==> config.mk <==
export PLATFORM = sky130hd
export DESIGN_NAME = led_seq_ctrl
export DESIGN_NICKNAME = d
export VERILOG_FILES = /design/src/rtl/led_seq_ctrl.sv
export SDC_FILE = /design/constraint.sdc
export NUM_CORES = 1
export LEC_CHECK = 0
export ABC_AREA = 1
export CORE_MARGIN = 5
export CORE_UTILIZATION = 25
export DETAILED_ROUTE_END_ITERATION = 8
export PLACE_DENSITY = 0.51
export SYNTH_ARGS = -nofsm -noshare
export SYNTH_HDL_FRONTEND = slang
export SYNTH_SLANG_ARGS = --single-unit
==> constraint.sdc <==
create_clock -name clock -period 1.9 [get_ports clock]
set_input_delay 0.57 -clock clock [delete_from_list [all_inputs] [get_ports clock]]
set_output_delay 0.57 -clock clock [all_outputs]
set_load 0.03 [all_outputs]
==> src/rtl/led_seq_ctrl.sv <==
// LED pattern sequencer: prescaled advance strobe, debounced mode/direction buttons,
// mode FSM with generator clear, and registered LED pattern select.
module led_seq_ctrl #(
    parameter int          N_LEDS    = 4,
    parameter int          CNT_W     = 32,
    parameter int unsigned LIM0      = 2**23-1,
    parameter int unsigned LIM1      = 2**22-1,
    parameter int unsigned LIM2      = 2**21-1,
    parameter int unsigned LIM3      = 2**20-1,
    parameter int          DB_CYCLES = 16
) (
    input  logic              clock,
    input  logic              i_reset,
    input  logic              i_run,
    input  logic [1:0]        i_speed,
    input  logic              i_btn_mode,
    input  logic              i_btn_dir,
    input  logic [N_LEDS-1:0] i_pat_shift,
    input  logic [N_LEDS-1:0] i_pat_flash,
    input  logic [N_LEDS-1:0] i_pat_shift2,
    output logic              o_enable,
    output logic              o_dir,
    output logic [1:0]        o_mode,
    output logic              o_clr_n,
    output logic [N_LEDS-1:0] o_leds
);

    localparam int DB_W = (DB_CYCLES > 2) ? $clog2(DB_CYCLES) : 1;

    typedef enum logic [1:0] {
        MODE_SHIFT  = 2'd0,
        MODE_FLASH  = 2'd1,
        MODE_SHIFT2 = 2'd2
    } mode_e;

    // Bit 0 is the mode button, bit 1 the direction button.
    logic [1:0]      btn_raw;
    logic [1:0]      sync1;
    logic [1:0]      sync2;
    logic [1:0]      db_lvl;
    logic [1:0]      db_prev;
    logic [DB_W-1:0] db_cnt [2];
    logic [1:0]      press;
    logic            mode_press;
    logic            dir_press;

    mode_e             mode_q;
    mode_e             mode_d;
    logic              mode_change;
    logic [CNT_W-1:0]  count;
    logic [CNT_W-1:0]  lim_sel;
    logic [N_LEDS-1:0] pat_sel;

    assign btn_raw    = {i_btn_dir, i_btn_mode};
    assign press      = db_lvl & ~db_prev;
    assign mode_press = press[0];
    assign dir_press  = press[1];

    always_ff @(posedge clock or negedge i_reset) begin
        if (!i_reset) begin
            sync1   <= '0;
            sync2   <= '0;
            db_lvl  <= '0;
            db_prev <= '0;
            for (int b = 0; b < 2; b++) begin
                db_cnt[b] <= '0;
            end
        end else begin
            sync1   <= btn_raw;
            sync2   <= sync1;
            db_prev <= db_lvl;
            for (int b = 0; b < 2; b++) begin
                if (sync2[b] != db_lvl[b]) begin
                    if (db_cnt[b] == DB_W'(DB_CYCLES-1)) begin
                        db_lvl[b] <= sync2[b];
                        db_cnt[b] <= '0;
                    end else begin
                        db_cnt[b] <= db_cnt[b] + 1'b1;
                    end
                end else begin
                    db_cnt[b] <= '0;
                end
            end
        end
    end

    always_ff @(posedge clock or negedge i_reset) begin
        if (!i_reset) begin
            mode_q <= MODE_SHIFT;
        end else begin
            mode_q <= mode_d;
        end
    end

    always_comb begin
        mode_d = mode_q;
        if (mode_press) begin
            case (mode_q)
                MODE_SHIFT:  mode_d = MODE_FLASH;
                MODE_FLASH:  mode_d = MODE_SHIFT2;
                default:     mode_d = MODE_SHIFT;
            endcase
        end
    end

    assign mode_change = (mode_d != mode_q);
    assign o_mode      = mode_q;

    always_comb begin
        lim_sel = CNT_W'(LIM0);
        case (i_speed)
            2'd1:    lim_sel = CNT_W'(LIM1);
            2'd2:    lim_sel = CNT_W'(LIM2);
            2'd3:    lim_sel = CNT_W'(LIM3);
            default: lim_sel = CNT_W'(LIM0);
        endcase
    end

    always_comb begin
        pat_sel = '0;
        case (mode_q)
            MODE_SHIFT:  pat_sel = i_pat_shift;
            MODE_FLASH:  pat_sel = i_pat_flash;
            MODE_SHIFT2: pat_sel = i_pat_shift2;
            default:     pat_sel = '0;
        endcase
    end

    // Greater-or-equal so that a speed switch to a shorter limit ticks promptly.
    always_ff @(posedge clock or negedge i_reset) begin
        if (!i_reset) begin
            count    <= '0;
            o_enable <= 1'b0;
        end else if (mode_change) begin
            count    <= '0;
            o_enable <= 1'b0;
        end else if (i_run) begin
            if (count >= lim_sel) begin
                count    <= '0;
                o_enable <= 1'b1;
            end else begin
                count    <= count + 1'b1;
                o_enable <= 1'b0;
            end
        end else begin
            o_enable <= 1'b0;
        end
    end

    // LEDs stay dark through the clear cycle and the cycle after it, while generators restart.
    always_ff @(posedge clock or negedge i_reset) begin
        if (!i_reset) begin
            o_dir   <= 1'b1;
            o_clr_n <= 1'b1;
            o_leds  <= '0;
        end else begin
            if (dir_press) begin
                o_dir <= ~o_dir;
            end
            o_clr_n <= ~mode_change;
            if (mode_change || !o_clr_n) begin
                o_leds <= '0;
            end else begin
                o_leds <= pat_sel;
            end
        end
    end

endmodule

==> impl_metrics.env, run 1 <==
export IMPL_detailedRoute_firstPassIterationCount=4
export IMPL_first_global_vias=2323
export IMPL_worst_setup_path_category="register to output port"
export IMPL_post_synth_cell_area_avg_um2=8.460
export IMPL_maxCapViolCount=0
export IMPL_synth_largest_type_area_fraction=0.4622
export IMPL_cts_hold_buffers_added=0
export IMPL_postSynth_asyncResetShare=1.000
export IMPL_startpoint="o_dir"
export IMPL_globalplace_congestion=0.7868
export IMPL_final_period_utilization=0.9601
export IMPL_detailedRoute_firstIterationViolations=137
export IMPL_synthTopCellsByCount="84 x sky130_fd_sc_hd__nand2_1, 58 x sky130_fd_sc_hd__nor2_1, 55 x sky130_fd_sc_hd__dfrtp_1"
export IMPL_category_of_the_worst_setup_path_launch_point="register"
export IMPL_antenna_found_initial=0
export IMPL_vias_per_cell=4.324
export IMPL_synth_fp_nets=377
export IMPL_layout_cell_area_non_filler_um2=3784
export IMPL_fp_row_count=39
export IMPL_rrSetupSlack_ps=280
export IMPL_worst_endpoint_arrival_ps=1250
export IMPL_critPathMaxFanout=2
export IMPL_worstMarginPinSlew_ps=358.3
export IMPL_cp_data_required_time_ps=1330
export IMPL_run_status="finished clean"
export IMPL_antenna_diode_count=0
export IMPL_critical_path_cell_chain="dlygate4sd2_1"
export IMPL_routed_via_count=2348
export IMPL_h_tree_depth=3
export IMPL_rr_worst_depth=8
export IMPL_largest_net_degree_at_the_start_of_global_routing=58
export IMPL_clock_sink_count=57
export IMPL_wire_length_of_the_first_global_routing_pass_mm=11.07
export IMPL_initial_utilization=0.2575
export IMPL_number_of_flops_mapped_to_enable_cells_by_yosys=0
export IMPL_synth_warnings=0
export IMPL_syn_instance_count=352
export IMPL_final_critical_path_setup_slack_ps=75.89
export IMPL_switching_power_as_a_share_of_total_power=0.2918
export IMPL_net_switching_power_mw=0.9927
export IMPL_pwr_share_comb=0.137
export IMPL_timing_rr_start="count[21]"
export IMPL_synthTopCellsByArea="sky130_fd_sc_hd__dfrtp_1 46%, sky130_fd_sc_hd__nand2_1 11%, sky130_fd_sc_hd__nor2_1 7.3%"
export IMPL_peakVddDrop_v=0.0004617
export IMPL_rsz0062_at_grt="no"
export IMPL_p_leak_nw=1.745
export IMPL_cp_buffers_inverters=1
export IMPL_yosysSeqAreaShare=0.4798
export IMPL_fp_dieArea_um2=14190
export IMPL_ys_seq_elements=57
export IMPL_dieWidth_um=119.1
export IMPL_totalWireLength_mm=6.245
export IMPL_clock_skew_ps=6.603
export IMPL_relative_slew_slack=0.7603
export IMPL_wire_length_per_cell_after_detailed_routing_um=11.50
export IMPL_setup_viol=0
export IMPL_cts_inserted_buffers=9
export IMPL_route_antenna_remaining_nets=0
export IMPL_cp_endpoint="o_dir"
export IMPL_timing_critical_path_slowest_stage_cell="sky130_fd_sc_hd__dfstp_2"
export IMPL_clockPowerShare=0.451
export IMPL_finish_net_count=420
export IMPL_cp_end_kind="output port"
export IMPL_worst_path_stages=1
export IMPL_utilization=0.3272
export IMPL_timing_final_crit_period_ps=1824
export IMPL_internal_power_mw=2.410
export IMPL_final_layout_size_suffix_gt1_frac=0.1750
export IMPL_worst_path_dominant_cell_family="flip-flops"
export IMPL_worst_reg2reg_path_endpoint="count[19]"
export IMPL_cell_area_power_density_nw_per_um2=899.3
export IMPL_cts_tree="built"
export IMPL_max_clock_freq_mhz=548.2
export IMPL_clockBufferDepth=2
export IMPL_postSynth_topFlopCell="sky130_fd_sc_hd__dfrtp_1"
export IMPL_synthDominantAreaCellType="sky130_fd_sc_hd__dfrtp_1"
export IMPL_io_buffer_count=27
export IMPL_gr_total_overflow=0
export IMPL_dpl_cell_area_um2=3462
export IMPL_placeableCoreArea_um2=11560
export IMPL_hold_crit_path_type="input pin to async pin"
export IMPL_ioPinCount=28
export IMPL_worst_skew_pair_late_latency_ps=330
export IMPL_area_delta_synth_final_pct=27.06
export IMPL_globalRouteTotalUtil=0.09623
export IMPL_final_max_slew_viol_count=0
export IMPL_power_share_sequential=0.412
export IMPL_die_h_um=119.1
export IMPL_worst_setup_hold_path_clk_slew_ps=60
export IMPL_yosysMostFrequentCell="sky130_fd_sc_hd__nand2_1"
export IMPL_clock_root_buffer="sky130_fd_sc_hd__clkbuf_16"
export IMPL_post_place_ws_ps=-553.8
export IMPL_count_of_buffers_added_by_post_cts_timing_repair_for_setup=0
export IMPL_remaining_drc_errors=0
export IMPL_netlist_area_um2=2978
export IMPL_post_synth_num_cell_types=31
export IMPL_cpPeakStageDelay_ps=530
export IMPL_final_hold_violation_count=0
export IMPL_hpwlAfterDp_mm=4.404
[worst min path at each step]
stage	start	to	slack, ps	cells after the start
2_1_floorplan	i_reset	count[0]	270	0
3_3_place_gp	sync1[0]	sync2[0]	340	0
3_5_place_dp	sync1[0]	sync2[0]	340	0
4_1_cts	i_reset	db_lvl[1]	240	2
5_1_grt	i_reset	db_prev[1]	260	2
6_report	i_reset	db_prev[1]	220	2
[logic make-up after synthesis]
| group | after synthesis | synth area share |
|---|---|---|
| simple gates | 191 | 0.2933 |
| flops | 57 | 0.4798 |
| buf+inv | 46 | 0.07017 |
| compound gates | 32 | 0.07185 |
| xor+xnor | 19 | 0.05588 |
| fa+ha+maj | 6 | 0.02521 |
| mux | 1 | 0.003781 |
[sequential cells by signal, summed over array words and instances (netlist names), 2 cells and up]
name,flops
sync2,2
db_lvl,2
count,32
db_prev,2
o_mode,2
db_cnt,8
sync1,2
o_leds,4
[metrics by stage]
| stage | hold slack, ps | setup TNS (ps) | cells | power [mW] |
|---|---|---|---|---|
| finish | 222.8 | 0 | 543 | 3.402 |
| global route | 256.6 | 0 | 543 | 3.605 |
| global placement | 335.6 | -11070 | 526 | 1.876 |
| floorplan | 274.4 | 0 | 352 | 1.722 |
| CTS | 243.7 | 0 | 543 | 3.448 |
| detailed placement | 335.5 | -12140 | 526 | 1.882 |
[worst reg2reg max path, cell delays in order, from the launching register on]
cell and delay (ps):
sky130_fd_sc_hd__dfrtp_1 450, sky130_fd_sc_hd__ha_4 240, sky130_fd_sc_hd__nand2_1 60, sky130_fd_sc_hd__nand2_1 40
sky130_fd_sc_hd__nand2_1 70, sky130_fd_sc_hd__nand2_2 60, sky130_fd_sc_hd__nor2_4 200, sky130_fd_sc_hd__nand4_1 230
sky130_fd_sc_hd__o21bai_1 190
[power groups by stage]
| stage | clock network, mW | logic, mW | registers [mW] |
|---|---|---|---|
| after global routing | 1.65 | 0.539 | 1.42 |
| final | 1.54 | 0.466 | 1.40 |
| after global placement | 0 | 0.454 | 1.42 |
| after CTS | 1.57 | 0.474 | 1.40 |
| after detailed placement | 0 | 0.460 | 1.42 |
| after floorplan | 0 | 0.298 | 1.42 |
[placed cells by master (no fill, tap or decap), drive strengths merged]
cell type      count
mux2               1
dlygate4sd2        5
clkbuf            11
xor2              11
nand2             92
nor2              68
nand3             26
ha                 6
clkinv             1
dfrtp             55
o21bai             3
clkdlybuf4s50     15
a21oi             19
xnor2              8
nor3               2
nand4              3
clkinvlp           2
inv               45
a21boi             1
or2                1
o21ai              7
o22ai              2
dlymetal6s2s       4
dfstp              2
buf               10
[routing by layer]
| metal | GRT usage | vias to the layer above | wire length, um |
|---|---|---|---|
| li1 | - | 1192 | - |
| met1 | 0.1247 | 1115 | 2945 |
| met2 | 0.1522 | 35 | 3015 |
| met3 | 0.02464 | 6 | 198 |
| met4 | 0.04127 | 0 | 87 |
| met5 | 0 | - | 0 |
[area by class of cell]
cell class | instances | area [um2]
Clock buffer | 9 | 225.2
Clock inverter | 7 | 61.31
Fill cell | 1182 | 7781
Inverter | 41 | 153.9
Multi-Input combinational cell | 250 | 1396
Sequential cell | 57 | 1429
Tap cell | 143 | 178.9
Timing Repair Buffer | 36 | 339.1
[what timing repair did]
item | CTS | global route
gates cloned | 1 | 0
endpoints found under the setup margin | 29 | 25
gates resized for setup | 12 | 9
pin swaps | 7 | 5
No activity file was read; power rests on OpenSTA's default activity.
==> run 2, diff against run 1 <==
--- a/config.mk
+++ b/config.mk
@@ -9,6 +9,7 @@
 export CORE_MARGIN = 5
 export CORE_UTILIZATION = 25
 export DETAILED_ROUTE_END_ITERATION = 8
+export HOLD_SLACK_MARGIN = 0.15
 export PLACE_DENSITY = 0.51
 export SYNTH_ARGS = -nofsm -noshare
 export SYNTH_HDL_FRONTEND = slang
==> results of run 2 <==
Same layout as run 1: the final DEF is identical, and so are final timing and power.
